===== config.mk =====
export PLATFORM = sky130hd
export DESIGN_NAME = if_prefetch_queue
export DESIGN_NICKNAME = d
export VERILOG_FILES = /design/src/rtl/if_prefetch_queue.sv
export SDC_FILE = /design/constraint.sdc
export NUM_CORES = 1
export LEC_CHECK = 0
export CORE_ASPECT_RATIO = 0.5
export CORE_MARGIN = 1
export CORE_UTILIZATION = 55
export CTS_CLUSTER_SIZE = 20
export DETAILED_ROUTE_END_ITERATION = 12
export PLACE_DENSITY = 0.8
export SYNTH_ARGS = -nofsm -noshare
export SYNTH_HDL_FRONTEND = slang
export SYNTH_SLANG_ARGS = --single-unit

===== constraint.sdc =====
create_clock -name clk -period 7.8 [get_ports clk]
set_input_delay 1.95 -clock clk [delete_from_list [all_inputs] [get_ports clk]]
set_output_delay 1.95 -clock clk [all_outputs]
set_load 0.01 [all_outputs]

===== src/rtl/if_prefetch_queue.sv =====
// Instruction-fetch front end: a wait-state aware bus fetch engine feeding a
// DEPTH-entry prefetch FIFO of {pc, inst} that drains into IF/ID over valid/ready.
module if_prefetch_queue #(
  parameter int              XLEN     = 32,
  parameter int              DEPTH    = 4,
  parameter logic [XLEN-1:0] RESET_PC = '0
) (
  input  logic                     clk,
  input  logic                     rst,
  input  logic                     redirect,
  input  logic [XLEN-1:0]          redirect_pc,
  output logic                     ireq,
  output logic [XLEN-1:0]          iad,
  input  logic [31:0]              idt,
  input  logic                     acki_n,
  output logic                     out_valid,
  input  logic                     out_ready,
  output logic [XLEN-1:0]          out_pc,
  output logic [XLEN-1:0]          out_pc4,
  output logic [31:0]              out_inst,
  output logic [$clog2(DEPTH):0]   count
);

  localparam int AW = $clog2(DEPTH);
  localparam int CW = AW + 1;
  localparam logic [CW-1:0]   FULL    = CW'(DEPTH);
  localparam logic [XLEN-1:0] PC_STEP = XLEN'(4);

  typedef enum logic {RUN, FLUSH_WAIT} state_t;

  state_t          state, state_nxt;
  logic [XLEN-1:0] fetch_pc, fetch_nxt;
  logic [XLEN-1:0] pend_pc, pend_nxt;
  logic            started;
  logic            push, pop;
  logic [XLEN-1:0] redirect_addr;

  logic [XLEN-1:0] pc_mem   [DEPTH];
  logic [31:0]     inst_mem [DEPTH];
  logic [AW-1:0]   wr_ptr, rd_ptr;
  logic [CW-1:0]   occ;

  assign redirect_addr = redirect_pc & ~XLEN'(3);

  // started keeps ireq low until the first clock edge after reset is released
  always_ff @(posedge clk or posedge rst) begin
    if (rst) begin
      state    <= RUN;
      fetch_pc <= RESET_PC;
      pend_pc  <= RESET_PC;
      started  <= 1'b0;
    end else begin
      state    <= state_nxt;
      fetch_pc <= fetch_nxt;
      pend_pc  <= pend_nxt;
      started  <= 1'b1;
    end
  end

  // In FLUSH_WAIT fetch_pc still holds the outstanding address, so iad stays put
  // until the stale beat is acked; pend_pc remembers where to go afterwards.
  always_comb begin
    state_nxt = state;
    fetch_nxt = fetch_pc;
    pend_nxt  = pend_pc;
    ireq      = 1'b0;
    push      = 1'b0;
    case (state)
      RUN: begin
        ireq = started && (occ != FULL);
        if (redirect) begin
          if (ireq && acki_n) begin
            pend_nxt  = redirect_addr;
            state_nxt = FLUSH_WAIT;
          end else begin
            fetch_nxt = redirect_addr;
          end
        end else if (ireq && !acki_n) begin
          push      = 1'b1;
          fetch_nxt = fetch_pc + PC_STEP;
        end
      end
      FLUSH_WAIT: begin
        ireq = 1'b1;
        if (!acki_n) begin
          fetch_nxt = redirect ? redirect_addr : pend_pc;
          state_nxt = RUN;
        end else if (redirect) begin
          pend_nxt = redirect_addr;
        end
      end
      default: state_nxt = RUN;
    endcase
  end

  assign iad       = fetch_pc;
  assign out_valid = (occ != '0);
  assign pop       = out_valid && out_ready && !redirect;

  always_ff @(posedge clk or posedge rst) begin
    if (rst) begin
      wr_ptr <= '0;
      rd_ptr <= '0;
      occ    <= '0;
    end else if (redirect) begin
      wr_ptr <= '0;
      rd_ptr <= '0;
      occ    <= '0;
    end else begin
      if (push) wr_ptr <= wr_ptr + AW'(1);
      if (pop)  rd_ptr <= rd_ptr + AW'(1);
      case ({push, pop})
        2'b10:   occ <= occ + CW'(1);
        2'b01:   occ <= occ - CW'(1);
        default: occ <= occ;
      endcase
    end
  end

  always_ff @(posedge clk) begin
    if (push) begin
      pc_mem[wr_ptr]   <= fetch_pc;
      inst_mem[wr_ptr] <= idt;
    end
  end

  assign out_pc   = pc_mem[rd_ptr];
  assign out_pc4  = out_pc + PC_STEP;
  assign out_inst = inst_mem[rd_ptr];
  assign count    = occ;

endmodule


Word level (Yosys, flattened, before mapping)

Memories as Yosys holds them, arrays and structs flattened.
Cells that the tools add are included.

RAM bits: 256
Output and inout bits: 133
Logic and storage cells: 64
Memories kept: 2
Input port bits: 69
Register bits: 73

Multiplexer cells: 26
Add/subtract/negate cells: 6
Bitwise gates (word level): 1
Eq/ne operators: 9
Reductions and logical operators: 13

Memories:

| name     | depth | bits a word | read ports | clocked after Yosys merged registers in | wr ports | line | source |
|---|---|---|---|---|---|---|---|
| inst_mem | 4     | 32          | 1          | 0                                       | 1        | 39   | `logic [31:0] inst_mem [DEPTH];` |
| pc_mem   | 4     | 32          | 1          | 0                                       | 1        | 38   | `logic [XLEN-1:0] pc_mem [DEPTH];` |

Operators with widths:

| kind                    | number |
|---|---|
| $mux W32                | 8 |
| $pmux W32 S2            | 2 |
| $add A32 B3 Y32 const B | 2 |
| $ne A3 B3 Y1 const B    | 3 |
| $mux W1                 | 8 |
| $mux W2                 | 4 |
| $ne A2 B2 Y1 const B    | 4 |
| $pmux W3 S2             | 1 |
| $reduce_and A3 Y1       | 2 |
| $reduce_bool A3 Y1      | 2 |
| $logic_and A1 B1 Y1     | 5 |
| $add A2 B1 Y2 const B   | 2 |
| $pmux W1 S2             | 2 |
| $reduce_bool A2 Y1      | 2 |
| $add A3 B1 Y3 const B   | 1 |
| $mux W3                 | 1 |
| $sub A3 B1 Y3 const B   | 1 |
| $eq A2 B1 Y1 const B    | 1 |
| $eq A2 B2 Y1 const B    | 1 |
| $logic_not A1 Y1        | 2 |
| $not A1 Y1              | 1 |

Logic depth before layout (Yosys ltp)

Depth after elaboration: 9
Gate-level depth with buffers: 9
Depth with buffers taken out: 7

Worst setup path after synthesis

Ideal clock, no wire load.

Path type: input to register
From: input acki_n
To: memory inst_mem[0][0] (enable)
Setup slack: 3,119 ps
Path buffers: 2
Arrival: 4,253 ps
Stages on the path: 5
Path through: clkbuf_1 -> inv_1 -> and4_1 -> clkbuf_1 -> and2_1

Word-level cells in the longest chain between the ends: 7

RTL lines:

| item                          | line | source |
|---|---|---|
| start, declared               | 15   | `input logic acki_n,` |
| $logic_not A1 Y1              | -    |  |
| $logic_and A1 B1 Y1           | 78   | `end else if (ireq && !acki_n) begin` |
| $mux W1                       | 78   |  |
| $mux W1                       | 71   | `if (redirect) begin` |
| $mux W1                       | 68   | `case (state)` |
| $mux W1                       | 121  | `if (push) begin` |
| $mux W1 (not written as such) | 123  | `inst_mem[wr_ptr] <= idt;` |
| end, declared                 | 39   |  |

Every way passes these cells.

Final worst setup path

From: register rd_ptr[0]
To: output out_pc4[31]

Word-level cells in the longest chain between the ends: 2

RTL lines:

| item                   | line | source |
|---|---|---|
| start, declared        | 40   | `logic [AW-1:0] wr_ptr, rd_ptr;` |
| start signal, assigned | 111  | `if (pop) rd_ptr <= rd_ptr + AW'(1);` |
| $mem_v2 Z4 W32         | -    |  |
| $add A32 B3 Y32        | 128  | `assign out_pc4 = out_pc + PC_STEP;` |
| end, declared          | 19   | `output logic [XLEN-1:0] out_pc4,` |

Every way passes these cells.

==> results.json <==
{
  "p_seq_frac": 0.467,
  "fin_area_um2": 17100,
  "worstPathMaxFanout": 47,
  "grt_pass1_wl_um": 47000,
  "gp_congestion": 0.839,
  "yosysMostFrequentCell": "edfxtp_1",
  "clk_latency_ns": 0.55,
  "cts_hold_buf": 0,
  "grt_max_degree": 74,
  "synthToLayoutAreaGrowth_pct": 23.0,
  "swShare": 0.283,
  "coreArea_um2": 24400,
  "dpl_cell_area_um2": 16200,
  "setup_viol": 0,
  "synth_area_per_cell_um2": 16.5,
  "whs_path_depth": 1,
  "via_per_inst": 6.01,
  "slew-limit-headroom": 0.207,
  "io_pins": 202,
  "yosysTopAreaCellShare": 0.552,
  "power_leakage_nw": 5.77,
  "clk_pin_slew_ns": 0.06,
  "drive_gt1_frac": 0.157,
  "synthCells": 841,
  "ys_top_cells_by_count": "edfxtp_1 (256), dfrtp_1 (73), mux4_2 (63)",
  "drt_wl_total_um": 30800,
  "synthTopCellsByArea": "edfxtp_1 (55%), dfrtp_1 (13%), mux4_2 (10%), mux2_2 (2.4%), xnor2_1 (1.8%)",
  "synth_top_cell_by_area": "edfxtp_1",
  "drv_cap": 0,
  "skew_ns": 0.0117,
  "async_flop_share": 0.222,
  "final_nets": 1113,
  "p_int_mw": 3.57,
  "dp_hpwl_um": 19400,
  "clockRootBuffer": "clkbuf_16",
  "cts_buffers": 29,
  "cp.arrival_ns": 4.21,
  "fin_crit_ns": 6.16,
  "hp-class": "reg2reg",
  "num_vias": 8382,
  "combPwrFrac": 0.252,
  "drt-initial-drc-count": 704,
  "drc": 0,
  "synth_cell_type_count": 72,
  "cts.sinks": 329,
  "final_max_slew_viol_count": 0,
  "end_kind": "primary output",
  "seq_area_frac_synth": 0.684,
  "worstRegToRegCells": 4,
  "numPortBuffers": 199,
  "die_h_um": 114,
  "place_ws_ns": 2.12,
  "powerDensity_nw_per_um2": 291,
  "max_freq_ghz": 0.162,
  "ys_warn_count": 0,
  "synth-edff-count": 256,
  "antenna_cells": 0,
  "wl_per_cell_um": 22.1,
  "cts_tree": "done",
  "synth_nets": 917,
  "firstDrtPassIters": 5,
  "first_global_vias": 8321,
  "clockPowerShare": 0.281,
  "netlist_area_um2": 13900,
  "status": "finished, final reports clean",
  "cp-start-kind": "flip-flop",
  "worst_slack_ns": 1.64,
  "hold_viol_final": 0,
  "power_switching_mw": 1.41,
  "rsz0062_at_grt": "false",
  "cts_buffer_depth": 3,
  "post_cts_buffers": 0,
  "ys_seq_elements": 329,
  "antenna_found_initial": 0,
  "required_ns": 5.85,
  "h-tree-depth": 1,
  "dieArea_um2": 26000,
  "ant_nets": 0,
  "fp-row-count": 40,
  "dieWidth_um": 227,
  "initial_core_util": 0.570,
  "fin_crit_sh": 0.790,
  "worst_pin_slew_ns": 1.16,
  "cts_resized": 0,
  "setup_tns_ns": 0,
  "synth_ff_type": "edfxtp_1",
  "grtUsageTotal": 0.240,
  "crit_type": "reg2out",
  "overflow": 0,
  "ir_drop_uv": 177
}
sequential cells by signal, indices dropped and copies added (netlist names):
register,flops
count,3
iad,32
inst_mem,128
pc_mem,128
pend_pc,32
rd_ptr,2
started,1
state,1
wr_ptr,2
cell type report:
class                      count  area [um^2]
clock buffer                  36          752
clock inverter                16          159
fill                        1631         7300
inverter                      21         78.8
multi-input combinational    449         4140
sequential                   329         9520
tap                          336          420
timing repair buffer         207         2050
cells by family (layout without fill, tap and decap cells):
group	Yosys count	in the layout	share of synthesized area
AOI/OAI and AO/OA	125	125	0.0602
other	1	1	0.000269
adders and majority gates	7	7	0.00683
xor gates and xnor gates	31	31	0.0195
buffers and inverters	63	280	0.0203
and+or+nand+nor	186	186	0.0769
muxes	99	99	0.132
DFF	329	329	0.684
power groups by stage:
stage	sequential (mW)	clock, mW	combinational, mW
final	2.33	1.40	1.26
after detailed placement	2.36	0	1.26
after CTS	2.32	1.42	1.27
after global placement	2.34	0	1.23
after global routing	2.35	1.48	1.33
after floorplan	2.25	0	0.719
critical path, cell delays in order (launching register included):
cell	delay (ns)
dfrtp_4	1.05
buf_4	0.51
mux4_2	0.36
nand4_1	0.16
nor3_4	0.40
nand4_1	0.24
xnor2_1	0.33
clkdlybuf4s50_1	0.61
layer usage:
metal,track usage,vias to the layer above,part of all wire
li1,-,3738,-
met1,0.329,4340,0.42
met4,0.0501,0,0.015
met5,0,-,0
met3,0.0444,38,0.053
met2,0.406,266,0.51
final timing paths:
kind	startpoint	endpoint	slack, ns
max	rd_ptr[0]	out_pc4[31]	1.64
max in group asynchronous	rst	rd_ptr[0]	5.07
min	pend_pc[1]	pend_pc[1]	0.49
min reg2reg	pend_pc[1]	pend_pc[1]	0.49
min in group asynchronous	rst	pend_pc[25]	2.00
max reg2reg	state	inst_mem[2][1]	4.62
layout by cell type, fill, tap and decap left out, types with 4 or more instances in the layout:
cell type / count
o22ai_1: 5
mux4_2: 63
edfxtp_1: 256
clkbuf_1: 7
clkinv_2: 5
a211oi_1: 4
ha_1: 6
clkinv_1: 5
nand4_1: 17
and2_4: 4
a22o_1: 6
and2_1: 6
o21ai_1: 8
o211ai_1: 6
clkdlybuf4s50_1: 199
o31ai_1: 6
mux2_2: 30
nor3_1: 10
nor4_1: 4
o31a_1: 4
inv_1: 19
dfrtp_1: 71
nor2_1: 31
a31oi_1: 4
a41oi_1: 6
xnor2_1: 28
clkbuf_16: 29
nand3_1: 20
and3_1: 20
a21oi_1: 18
buf_4: 8
a22oi_1: 8
nand2_1: 44
o21ai_0: 31
metrics by stage:
| stage | hold slack (ns) | util | cells | power [mW] |
|---|---|---|---|---|
| finish | 0.495 | 0.701 | 1394 | 4.98 |
| floorplan | 0.454 | - | 841 | 2.97 |
| detailed placement | 0.479 | 0.664 | 1342 | 3.62 |
| global route | 0.509 | 0.701 | 1394 | 5.17 |
| CTS | 0.494 | 0.701 | 1394 | 5.02 |
| global placement | 0.471 | 0.664 | 1342 | 3.57 |
Note: power is estimated with default switching activity, not from simulation.
